`src/rtl/decode_bundle_stage.sv`:
```
// decode_bundle_stage: registered multi-lane decode with RAW split,
// taken-branch squash and predicted-taken non-branch flag.

module decoder #(
  parameter int XLEN   = 32,
  parameter int CTRL_W = 19
) (
  input  logic [XLEN-1:0]   i_inst,
  output logic [CTRL_W-1:0] o_ctrl,
  output logic              o_is_cf,
  output logic              o_writes,
  output logic              o_rd1,
  output logic              o_rd2,
  output logic [4:0]        o_rd,
  output logic [4:0]        o_rs1,
  output logic [4:0]        o_rs2
);
  logic [6:0]  w_op;
  logic [18:0] w_core;
  logic        w_unused;

  assign w_op     = i_inst[6:0];
  assign o_rd     = i_inst[11:7];
  assign o_rs1    = i_inst[19:15];
  assign o_rs2    = i_inst[24:20];
  assign w_unused = ^{i_inst[XLEN-1:25], i_inst[14:12]};

  // per-lane register usage and control-flow class
  always_comb begin
    o_is_cf  = (w_op == 7'b1100011) || (w_op == 7'b1101111) ||
               (w_op == 7'b1100111);
    o_writes = (w_op != 7'b1100011) && (w_op != 7'b0100011) &&
               (o_rd != 5'd0);
    o_rd1    = (w_op != 7'b0110111) && (w_op != 7'b0010111) &&
               (w_op != 7'b1101111);
    o_rd2    = (w_op == 7'b1100011) || (w_op == 7'b0100011) ||
               (w_op == 7'b0110011);
  end

  assign w_core = {o_is_cf, o_writes, o_rd1, o_rd2, o_rs2, o_rs1, o_rd};
  assign o_ctrl = CTRL_W'(w_core);
endmodule

module decode_bundle_stage #(
  parameter int LANES  = 2,
  parameter int XLEN   = 32,
  parameter int CTRL_W = 19
) (
  input  logic                      clk_i,
  input  logic                      rst_n_i,
  input  logic                      flush_i,
  input  logic                      in_valid_i,
  output logic                      in_ready_o,
  input  logic [LANES*XLEN-1:0]     inst_i,
  input  logic [LANES-1:0]          lane_valid_i,
  input  logic [LANES-1:0]          pred_taken_i,
  output logic                      out_valid_o,
  input  logic                      out_ready_i,
  output logic [LANES*XLEN-1:0]     inst_o,
  output logic [LANES*CTRL_W-1:0]   ctrl_o,
  output logic [LANES-1:0]          lane_valid_o,
  output logic                      wasnt_branch_o,
  output logic [$clog2(LANES):0]    wb_lane_o,
  output logic                      stall_o
);
  localparam int PW = $clog2(LANES) + 1;

  typedef enum logic {IDLE, SPLIT} state_t;

  state_t                  r_state;
  logic [LANES*XLEN-1:0]   r_inst;
  logic [LANES-1:0]        r_valid;
  logic [PW-1:0]           r_ptr;

  logic                    w_idle;
  logic [LANES*XLEN-1:0]   w_inst;
  logic [LANES-1:0]        w_valid;
  logic [PW-1:0]           w_ptr;
  logic [LANES*CTRL_W-1:0] w_ctrl;
  logic [LANES-1:0]        w_cf;
  logic [LANES-1:0]        w_wr;
  logic [LANES-1:0]        w_r1;
  logic [LANES-1:0]        w_r2;
  logic [4:0]              w_rd  [LANES];
  logic [4:0]              w_rs1 [LANES];
  logic [4:0]              w_rs2 [LANES];
  logic [LANES-1:0]        w_sq_valid;
  logic                    w_hit;
  logic                    w_wb_hit;
  logic [PW-1:0]           w_wb_idx;
  logic [PW-1:0]           w_cut;
  logic [LANES-1:0]        w_issue;
  logic                    w_opp;
  logic                    w_acc;
  logic                    w_load;

  // fresh bundle in IDLE, held bundle while splitting
  assign w_idle  = (r_state == IDLE);
  assign w_inst  = w_idle ? inst_i : r_inst;
  assign w_valid = w_idle ? w_sq_valid : r_valid;
  assign w_ptr   = w_idle ? '0 : r_ptr;

  for (genvar g = 0; g < LANES; g++) begin : g_dec
    decoder #(.XLEN(XLEN), .CTRL_W(CTRL_W)) u_dec (
      .i_inst   (w_inst[g*XLEN +: XLEN]),
      .o_ctrl   (w_ctrl[g*CTRL_W +: CTRL_W]),
      .o_is_cf  (w_cf[g]),
      .o_writes (w_wr[g]),
      .o_rd1    (w_r1[g]),
      .o_rd2    (w_r2[g]),
      .o_rd     (w_rd[g]),
      .o_rs1    (w_rs1[g]),
      .o_rs2    (w_rs2[g])
    );
  end

  // squash behind oldest taken branch, find oldest taken non-branch
  always_comb begin
    w_sq_valid = lane_valid_i;
    w_hit      = 1'b0;
    w_wb_hit   = 1'b0;
    w_wb_idx   = '0;
    for (int k = 0; k < LANES; k++) begin
      if (w_hit)
        w_sq_valid[k] = 1'b0;
      else if (lane_valid_i[k] && pred_taken_i[k] && w_cf[k])
        w_hit = 1'b1;
    end
    for (int k = 0; k < LANES; k++) begin
      if (!w_wb_hit && w_sq_valid[k] && pred_taken_i[k] && !w_cf[k]) begin
        w_wb_hit = 1'b1;
        w_wb_idx = PW'(k);
      end
    end
  end

  // lowest lane reading a register written by an older lane of this group
  always_comb begin
    logic v_conf;
    w_cut = PW'(LANES);
    for (int k = LANES - 1; k > 0; k--) begin
      v_conf = 1'b0;
      for (int j = 0; j < k; j++) begin
        if (j >= int'(w_ptr) && w_valid[j] && w_wr[j] &&
            ((w_r1[k] && w_rs1[k] == w_rd[j]) ||
             (w_r2[k] && w_rs2[k] == w_rd[j])))
          v_conf = 1'b1;
      end
      if (w_valid[k] && v_conf)
        w_cut = PW'(k);
    end
    for (int k = 0; k < LANES; k++)
      w_issue[k] = w_valid[k] && (k >= int'(w_ptr)) &&
                   (k < int'(w_cut));
  end

  assign w_opp      = !out_valid_o || out_ready_i;
  assign in_ready_o = w_idle && w_opp && !flush_i;
  assign stall_o    = in_valid_i && !in_ready_o;
  assign w_acc      = in_valid_i && in_ready_o;
  assign w_load     = w_idle ? (w_acc && (|w_sq_valid))
                             : (w_opp && !flush_i);

  // output register, split FSM and mispredict pulse
  always_ff @(posedge clk_i) begin
    if (!rst_n_i) begin
      r_state        <= IDLE;
      r_inst         <= '0;
      r_valid        <= '0;
      r_ptr          <= '0;
      out_valid_o    <= 1'b0;
      inst_o         <= '0;
      ctrl_o         <= '0;
      lane_valid_o   <= '0;
      wasnt_branch_o <= 1'b0;
      wb_lane_o      <= '0;
    end else begin
      wasnt_branch_o <= 1'b0;
      wb_lane_o      <= '0;
      if (flush_i) begin
        out_valid_o <= 1'b0;
        r_state     <= IDLE;
        r_ptr       <= '0;
      end else begin
        if (w_opp)
          out_valid_o <= w_load;
        if (w_load) begin
          inst_o       <= w_inst;
          ctrl_o       <= w_ctrl;
          lane_valid_o <= w_issue;
          if (w_cut < PW'(LANES)) begin
            r_state <= SPLIT;
            r_ptr   <= w_cut;
            r_inst  <= w_inst;
            r_valid <= w_valid;
          end else begin
            r_state <= IDLE;
            r_ptr   <= '0;
          end
        end
        if (w_acc && w_wb_hit) begin
          wasnt_branch_o <= 1'b1;
          wb_lane_o      <= w_wb_idx;
        end
      end
    end
  end
endmodule

```
`config.mk`:
```
export PLATFORM = sky130hd
export DESIGN_NAME = decode_bundle_stage
export DESIGN_NICKNAME = d
export VERILOG_FILES = /design/src/rtl/decode_bundle_stage.sv
export SDC_FILE = /design/constraint.sdc
export NUM_CORES = 1
export LEC_CHECK = 0
export CAP_MARGIN = 20
export CORE_MARGIN = 1
export CORE_UTILIZATION = 45
export DETAILED_ROUTE_END_ITERATION = 8
export PLACE_DENSITY = 0.77
export SLEW_MARGIN = 40
export SYNTH_ARGS = -nofsm -noshare
export SYNTH_HDL_FRONTEND = slang
export SYNTH_SLANG_ARGS = --single-unit
export TNS_END_PERCENT = 10
```
`constraint.sdc`:
```
create_clock -name clk_i -period 2.8 [get_ports clk_i]
set_input_delay 0.28 -clock clk_i [delete_from_list [all_inputs] [get_ports clk_i]]
set_output_delay 0.28 -clock clk_i [all_outputs]
set_load 0.05 [all_outputs]
```
**Yosys cells after proc, flatten, opt, wreduce, memory -nomap -nowiden**

Index checks and enable logic that the tools add are counted.

- Flip-flop bits (word level): 177
- Input bits: 73
- Logic and storage cells: 108

- Magnitude comparators: 5
- Equality and inequality tests: 22
- Muxes and demuxes: 14
- Bitwise operators: 4
- Reduce and logical (&&, ||, !) cells: 53

Operators by type and width:

| kind | number |
|---|---|
| two-way mux 64 bit | 1 |
| equality test 7 bit (second input constant) | 6 |
| logical AND 1 bit | 30 |
| equality test 7 x 6 -> 1 bit (second input constant) | 4 |
| != test 7 x 6 -> 1 bit (second input constant) | 4 |
| != test 7 bit (second input constant) | 4 |
| != test 7 x 5 -> 1 bit (second input constant) | 2 |
| equality test 5 bit | 2 |
| logical OR 1 bit | 10 |
| nonzero test 5 bit | 2 |
| two-way mux 1 bit | 9 |
| two-way mux 2 bit | 4 |
| zero test 1 bit | 6 |
| greater-or-equal comparator 1 x 2 -> 1 bit (first input constant) | 2 |
| < comparator 1 x 2 -> 1 bit (first input constant) | 2 |
| NOT 1 bit | 4 |
| OR reduction 2 bit | 2 |
| AND reduction 3 bit | 1 |
| OR reduction 3 bit | 1 |
| < comparator 2 bit (second input constant) | 1 |
| AND reduction 2 bit | 1 |

**Longest topological paths before layout**

Gate-level depths: netlist of the first run.

- Word-level depth: 16
- Gate-level depth with buffers: 11
- Depth with buffers taken out: 6

**Cells and area by module**

From an unflattened synthesis of the first run, not the netlist that was laid out.

- Cell total of the unflattened synthesis: 938
- Area, all modules: 8101.5 µm²

Modules (own cells, without submodules):

| module | times used | cells each | area an instance (µm²) | seq. area each (µm²) |
|---|---|---|---|---|
| decode_bundle_stage | 1 | 846 | 7420.9 | 3463.3 |
| decoder | 2 | 46 | 340.3 | 0.0 |

**Worst setup path after synthesis of the first run**

No wires, ideal clock.

- Kind: flip-flop to flip-flop
- From: register out_valid_o
- To: register r_inst[35]
- Library setup time: 0.072 ns
- Arrival: 3.241 ns
- Required time: 2.728 ns
- Slack: -0.512 ns
- Stages on the path, launching flop included: 10
- Buffers on the path: 3
- Cell sequence: dfxtp_1 > nor2b_1 > nor3_1 > nand3_1 > nor3b_1 > and3_1 > clkbuf_1 > buf_6 > buf_6 > mux2i_1

- Longest elaborated chain between the ends: 8
- Elaborated cells on any way between the ends: 9
- Those cells by class: mux: 1; reduce/logical: 8

RTL lines:

| what | line | source |
|---|---|---|
| start, declared | 57 | `output logic out_valid_o,` |
| start signal, assigned | 186 | `out_valid_o <= w_load;` |
| zero test 1 bit | 157 | `assign w_opp = !out_valid_o \|\| out_ready_i;` |
| logical OR 1 bit | 157 |  |
| logical AND 1 bit (2 in a row) | 158 | `assign in_ready_o = w_idle && w_opp && !flush_i;` |
| named net in_ready_o | 53 | `output logic in_ready_o,` |
| logical AND 1 bit | 160 | `assign w_acc = in_valid_i && in_ready_o;` |
| logical AND 1 bit | 161 | `assign w_load = w_idle ? (w_acc && (\|w_sq_valid))` |
| two-way mux 1 bit | 161 |  |
| AND reduction 3 bit (no source line) | n/a |  |
| end signal, assigned | 194 | `r_inst <= w_inst;` |
| end, declared | 71 | `logic [LANES*XLEN-1:0] r_inst;` |

The timed path passes the listed nets, and every way through them passes these cells.
A chain may end at the register's enable or synchronous reset.

**Final worst setup path of the first run**

- From: register r_ptr[0]
- To: register r_inst[55]

- Longest elaborated chain between the ends: 10

RTL lines:

| what | line | source |
|---|---|---|
| start, declared | 73 | `logic [PW-1:0] r_ptr;` |
| start signal, assigned | 193 | `r_ptr <= w_cut;` |
| two-way mux 2 bit | 101 | `assign w_ptr = w_idle ? '0 : r_ptr;` |
| greater-or-equal comparator 1 x 2 -> 1 bit | 144 | `if (j >= int'(w_ptr) && w_valid[j] && w_wr[j] &&` |
| logical AND 1 bit (3 in a row) | 144 |  |
| two-way mux 1 bit | 144 |  |
| logical AND 1 bit | 149 | `if (w_valid[k] && v_conf)` |
| two-way mux 2 bit | 149 |  |
| < comparator 2 bit | 191 | `if (w_cut < PW'(LANES)) begin` |
| AND reduction 3 bit (no source line) | n/a |  |

Every way passes these cells.

==> results_dict.tcl, run 1 <==
set metrics [dict create \
    worst_clock_skew_ps 5.496 \
    vias 5575 \
    setup_viol 0 \
    portBuffers 181 \
    timing.setup.tns_ps 0 \
    fp.dieW_um 123.9 \
    p_per_area_mw_per_mm2 584.1 \
    core_area_mm2 0.01453 \
    multi_input_area_mm2 0.003341 \
    max_freq_ghz 0.3814 \
    clkLatencyLatePin_ps 410 \
    grt_max_degree 79 \
    period_needed_ps 2622 \
    finalCritPeriodShare_pct 93.63 \
    layout_setup_ws_ps 178.4 \
    nNetsFinal 952 \
    cts_buffer_depth 2 \
    place.gp.congestion 0.8069 \
    antenna_cells 0 \
    cp_data_required_time_ps 3130 \
    slew_headroom_pct 53.86 \
    grt_usage_pct 21.87 \
    via_per_inst 5.181 \
    first_pass_iters 5 \
    drcViolationCount 0 \
    grt_pass1_wl_um 25630 \
    cts_tree "built" \
    critPathLaunchType "flip-flop" \
    ys_warn_count 0 \
    synth_seq_area_share_pct 42.78 \
    netlist_instances 751 \
    post_dp_cell_area_mm2 0.008437 \
    routed_wl_um 16130 \
    grt_pass1_vias 5212 \
    ys_ff_latch 143 \
    place_ws_ps 67.65 \
    antenna_found_initial 0 \
    crit_fanout 22 \
    synth_area_leaders "dfxtp_1 43%, mux2i_1 19%, nand2_1 8.1%" \
    initial_core_util_pct 46.04 \
    rsz0062_at_grt "no" \
    dp_hpwl_um 11120 \
    hold_viol 0 \
    netlist_area_mm2 0.006691 \
    cts_made_buffers 17 \
    yosysMostFrequentCell "nand2_1" \
    drt_iter0_drc 308 \
    antenna_left 0 \
    overflow 0 \
    r2r_cells 9 \
    drive_gt1_share_pct 5.717 \
    synth_largest_area_cell "dfxtp_1" \
    rows 44 \
    finalPower_mw 5.260 \
    synth_edf_count 0 \
    cts_setup_buffers 0 \
    synth.top_cell.area_share_pct 42.78 \
    synth_common_cells "144 x nand2_1, 143 x dfxtp_1, 124 x mux2i_1" \
    wire_per_inst_um 14.99 \
    p_leak_nw 2.982 \
    cp.arrival_ps 2960 \
    async_reset_ff_share_pct 0 \
    status "complete, no violations" \
    path_class "flip-flop to flip-flop" \
    ys.flop_type "dfxtp_1" \
    tightestPinTransition_ps 692.1 \
    dieArea_mm2 0.01536 \
    hold_depth 2 \
    report.final.slew_viol_count 0 \
    ioPinCount 183 \
    yosysUniqueCellTypes 45 \
    die_h_um 123.9 \
    clk_pin_slew_ps 60 \
    postLayoutCellArea_mm2 0.009005 \
    maxCapViolCount 0 \
    cts_root_buf "clkbuf_16" \
    hold_ws_ps 230.4 \
    n_fill_cell 1268 \
    final-seq-area_mm2 0.002867 \
    syn_to_final_growth_pct 34.57 \
    synth.avg_cell_area_um2 8.910 \
    peakVddDrop_mv 0.3577 \
    syn_nets 824 \
    hp-class "input pin to flip-flop" \
    htreeDepth 4 \
    end_kind "flip-flop" \
    cts_sinks 143 \
]
==> report_power, final <==
group / switching, mW / internal (mW) / leakage (nW)
sequential: 0.0427 / 2.10 / 1.16
clock: 0.819 / 1.36 / 0.272
combinational: 0.589 / 0.350 / 1.55
==> path summary, 6_finish.rpt <==
kind | end | slack (ps) | from
worst min register to register | r_inst[46] | 460 | r_inst[46]
worst min-delay path | inst_o[31] | 230 | rst_n_i
worst max-delay path | r_inst[55] | 180 | r_ptr[0]
worst max register to register | r_inst[55] | 180 | r_ptr[0]
==> area by class of cell <==
| cell class | instances | share of cell area (%) |
|---|---|---|
| Multi-Input combinational cell | 518 | 37.10 |
| Sequential cell | 143 | 31.83 |
| Timing Repair Buffer | 196 | 22.15 |
| Clock buffer | 26 | 5.322 |
| Tap cell | 184 | 2.557 |
| Clock inverter | 6 | 0.9170 |
| Inverter | 3 | 0.1251 |
==> worst max-delay path: stages, from the launching register on <==
cell and delay [ps]:
dfxtp_4 390, buf_4 290, mux2i_1 290, buf_4 160
nand2_1 70, nor4_2 400, a22o_1 250, and3_4 250
buf_12 210, mux2i_1 230
==> layout by cell type (no fill, tap or decap), types with 3 or more instances in the layout <==
cell | synthesis | final
xnor2_1 | 18 | 18
buf_4 | 31 | 11
clkinv_2 | 0 | 3
nand3_1 | 6 | 6
clkdlybuf4s50_1 | 0 | 179
buf_12 | 0 | 6
nor3b_1 | 4 | 4
nand2b_1 | 8 | 8
o21ai_0 | 7 | 7
a31oi_1 | 3 | 3
clkbuf_16 | 0 | 17
nor2_1 | 75 | 75
nor3_1 | 10 | 8
dfxtp_1 | 143 | 142
nor2b_1 | 5 | 5
clkbuf_1 | 35 | 7
nand2_1 | 144 | 144
mux2i_1 | 124 | 124
nand4_1 | 4 | 4
a21oi_1 | 9 | 9
or4_1 | 4 | 4
a211oi_1 | 63 | 63
==> cells by family after synthesis <==
family                    after synthesis  synth area share [%]
AOI/OAI and AO/OA                     100                 10.81
DFF                                   143                 42.78
xor gates and xnor gates               20                 2.618
other                                   1               0.05604
and+or+nand+nor                       270                 17.02
buffers and inverters                  90                 7.610
muxes                                 127                 19.11
==> registers in the layout, summed over array words and instances, names as in the netlist <==
name	flops
ctrl_o	8
inst_o	64
lane_valid_o	2
out_valid_o	1
r_inst	64
r_ptr	1
r_valid	1
wasnt_branch_o	1
wb_lane_o	1
==> timing repair <==
action / in CTS / in global routing
resized for setup: 0 / 1
hold endpoints to repair: 0 / 0
setup endpoints to repair: 0 / 61
hold buffers: 0 / 0
==> per-layer routing <==
metal	wire, um	up-vias	GRT usage, %
met5	0	-	0
met4	136	0	7.292
met3	1019	10	6.456
met2	7732	143	35.03
met1	7243	2591	28.06
li1	-	2831	-
==> stage by stage <==
| stage | utilization (%) | cells |
|---|---|---|
| floorplan | - | 751 |
| global placement | 58.05 | 1044 |
| detailed placement | 58.05 | 1044 |
| CTS | 61.91 | 1076 |
| global route | 61.96 | 1076 |
| finish | 61.96 | 1076 |
Note: power is estimated with default switching activity, not from simulation.
==> run 2: changes to the inputs <==
--- a/config.mk
+++ b/config.mk
@@ -10,6 +10,7 @@
 export CORE_UTILIZATION = 45
 export DETAILED_ROUTE_END_ITERATION = 8
 export PLACE_DENSITY = 0.77
+export SKIP_CTS_REPAIR_TIMING = 1
 export SLEW_MARGIN = 40
 export SYNTH_ARGS = -nofsm -noshare
 export SYNTH_HDL_FRONTEND = slang
==> results of run 2 <==
Same layout as run 1: the final DEF is identical, and so are final timing and power.
==> run 3: changes to the inputs <==
--- a/config.mk
+++ b/config.mk
@@ -9,7 +9,8 @@
 export CORE_MARGIN = 1
 export CORE_UTILIZATION = 45
 export DETAILED_ROUTE_END_ITERATION = 8
-export PLACE_DENSITY = 0.77
+export GPL_TIMING_DRIVEN = 1
+export PLACE_DENSITY = 0.72
 export SKIP_CTS_REPAIR_TIMING = 1
 export SLEW_MARGIN = 40
 export SYNTH_ARGS = -nofsm -noshare
==> constraint.sdc (replaced) <==
create_clock -name clk_i -period 2.95 [get_ports clk_i]
set_input_delay 0.295 -clock clk_i [delete_from_list [all_inputs] [get_ports clk_i]]
set_output_delay 0.295 -clock clk_i [all_outputs]
set_load 0.05 [all_outputs]
==> results_dict.tcl, run 3 (same netlist as run 1, synthesis figures left out) <==
set metrics [dict create \
    die_h_um 123.9 \
    vias 5720 \
    p_per_area_mw_per_mm2 570.3 \
    setup_viol 0 \
    grt_pass1_vias 5599 \
    antenna_cells 0 \
    cts_sinks 143 \
    stdcell_count 1076 \
    setup.worst_path.start "r_ptr[0]" \
    postLayoutCellArea_mm2 0.009041 \
    cp.arrival_ps 2970 \
    peakVddDrop_mv 0.3728 \
    rrSetupSlack_ps 320 \
    fin_util_pct 62.21 \
    layout_common_cells "179 x clkdlybuf4s50_1, 144 x nand2_1, 142 x dfxtp_1, 124 x mux2i_1, 75 x nor2_1" \
    antenna_found_initial 0 \
    crit_fanout 23 \
    finalCritPeriodShare_pct 89.28 \
    rows 44 \
    hold_viol 0 \
    rsz0062_at_grt "no" \
    critPathLaunchType "flip-flop" \
    grt_pass1_wl_um 26690 \
    path_class "flip-flop to flip-flop" \
    ioPinCount 183 \
    slew_headroom_pct 61.70 \
    core_area_mm2 0.01453 \
    period_needed_ps 2634 \
    n_fill_cell 1220 \
    htreeDepth 4 \
    dieArea_mm2 0.01536 \
    cts_tree "built" \
    cp_data_required_time_ps 3290 \
    grt_usage_pct 22.56 \
    cts_root_buf "clkbuf_16" \
    final-seq-area_mm2 0.002867 \
    hp-class "input pin to flip-flop" \
    report.final.slew_viol_count 0 \
    drcViolationCount 0 \
    via_per_inst 5.316 \
    syn_to_final_growth_pct 35.12 \
    overflow 0 \
    clkLatencyLatePin_ps 420 \
    place_ws_ps 199.6 \
    maxCapViolCount 0 \
    placed_cells 1044 \
    timing.setup.tns_ps 0 \
    post_dp_cell_area_mm2 0.008424 \
    cts_buffer_depth 2 \
    final_common_cell "clkdlybuf4s50_1" \
    rr_startpoint "r_ptr[0]" \
    hp-start "rst_n_i" \
    portBuffers 181 \
    drt_iter0_drc 246 \
    cts_made_buffers 17 \
    place.gp.congestion 0.8154 \
    reg.largest.list "inst_o: 64 flops, r_inst: 64 flops, ctrl_o: 8 flops" \
    first_pass_iters 4 \
    initial_core_util_pct 46.04 \
    multi_input_area_mm2 0.003334 \
    antenna_left 0 \
    nNetsFinal 952 \
    fp.dieW_um 123.9 \
    dp_hpwl_um 11680 \
    max_freq_ghz 0.3797 \
    layout_setup_ws_ps 316.2 \
    drive_gt1_share_pct 6.278 \
    grt_max_degree 103 \
    status "complete, no violations" \
    routed_wl_um 16960 \
    end_kind "flip-flop" \
    worst_clock_skew_ps 7.405 \
    tightestPinTransition_ps 572.7 \
    clk_pin_slew_ps 60 \
    p_leak_nw 3.013 \
    wire_per_inst_um 15.76 \
]
-- run 3: cell count changes in the layout (fill, tap and decap cells not counted) --
cell       previous run  this run
inv_4                 0         1
clkinv_2              3         4
clkinv_4              0         1
clkbuf_8              2         4
bufinv_16             2         3
clkbuf_1              7         1
buf_12                6         5
nor4_2                1         0
buf_4                11        12
nor4_1                1         2
-- run 3: worst max-delay path: stages (launching register included) --
cell     delay [ps]
dfxtp_4         380
buf_4           260
mux2i_1         380
nand2_1         110
nor4_1          460
a22o_1          270
and3_4          250
buf_12          210
mux2i_1         220
-- run 3: final timing paths --
path,depth (start not counted),end
min reg2reg,2,r_inst[15]
max reg2reg,8,r_inst[49]
min,2,r_valid[1]
max,8,r_inst[49]
-- run 3: power by group --
part	internal (mW)	switching, mW	leakage [nW]
Clock	1.42	0.810	0.306
Sequential	2.00	0.0405	1.16
Combinational	0.330	0.564	1.54
Total	3.74	1.41	3.01
-- run 3: metrics by stage --
step	hold slack [ps]	total power, mW
after global routing	377.4	5.327
after global placement	442.9	2.959
final	357.5	5.156
after CTS	339.9	5.201
after floorplan	434.4	2.655
after detailed placement	450.6	2.972
-- run 3: layout make-up --
type / count / area share (%)
multi-input cells: 518 / 36.88
flip-flops and latches: 143 / 31.70
repair buffers: 196 / 21.92
clock buffers: 22 / 5.356
well taps: 184 / 2.546
clock inverters: 10 / 1.467
inverters: 3 / 0.1246
-- run 3: routing by layer --
metal	track usage [%]	routed length [um]	share of wire, %	up-vias
met4	7.813	260	1.5	0
met1	27.39	7419	44	2699
met3	5.403	945	5.6	22
met5	0	0	0	-
met2	38.85	8333	49	170
li1	-	-	-	2829
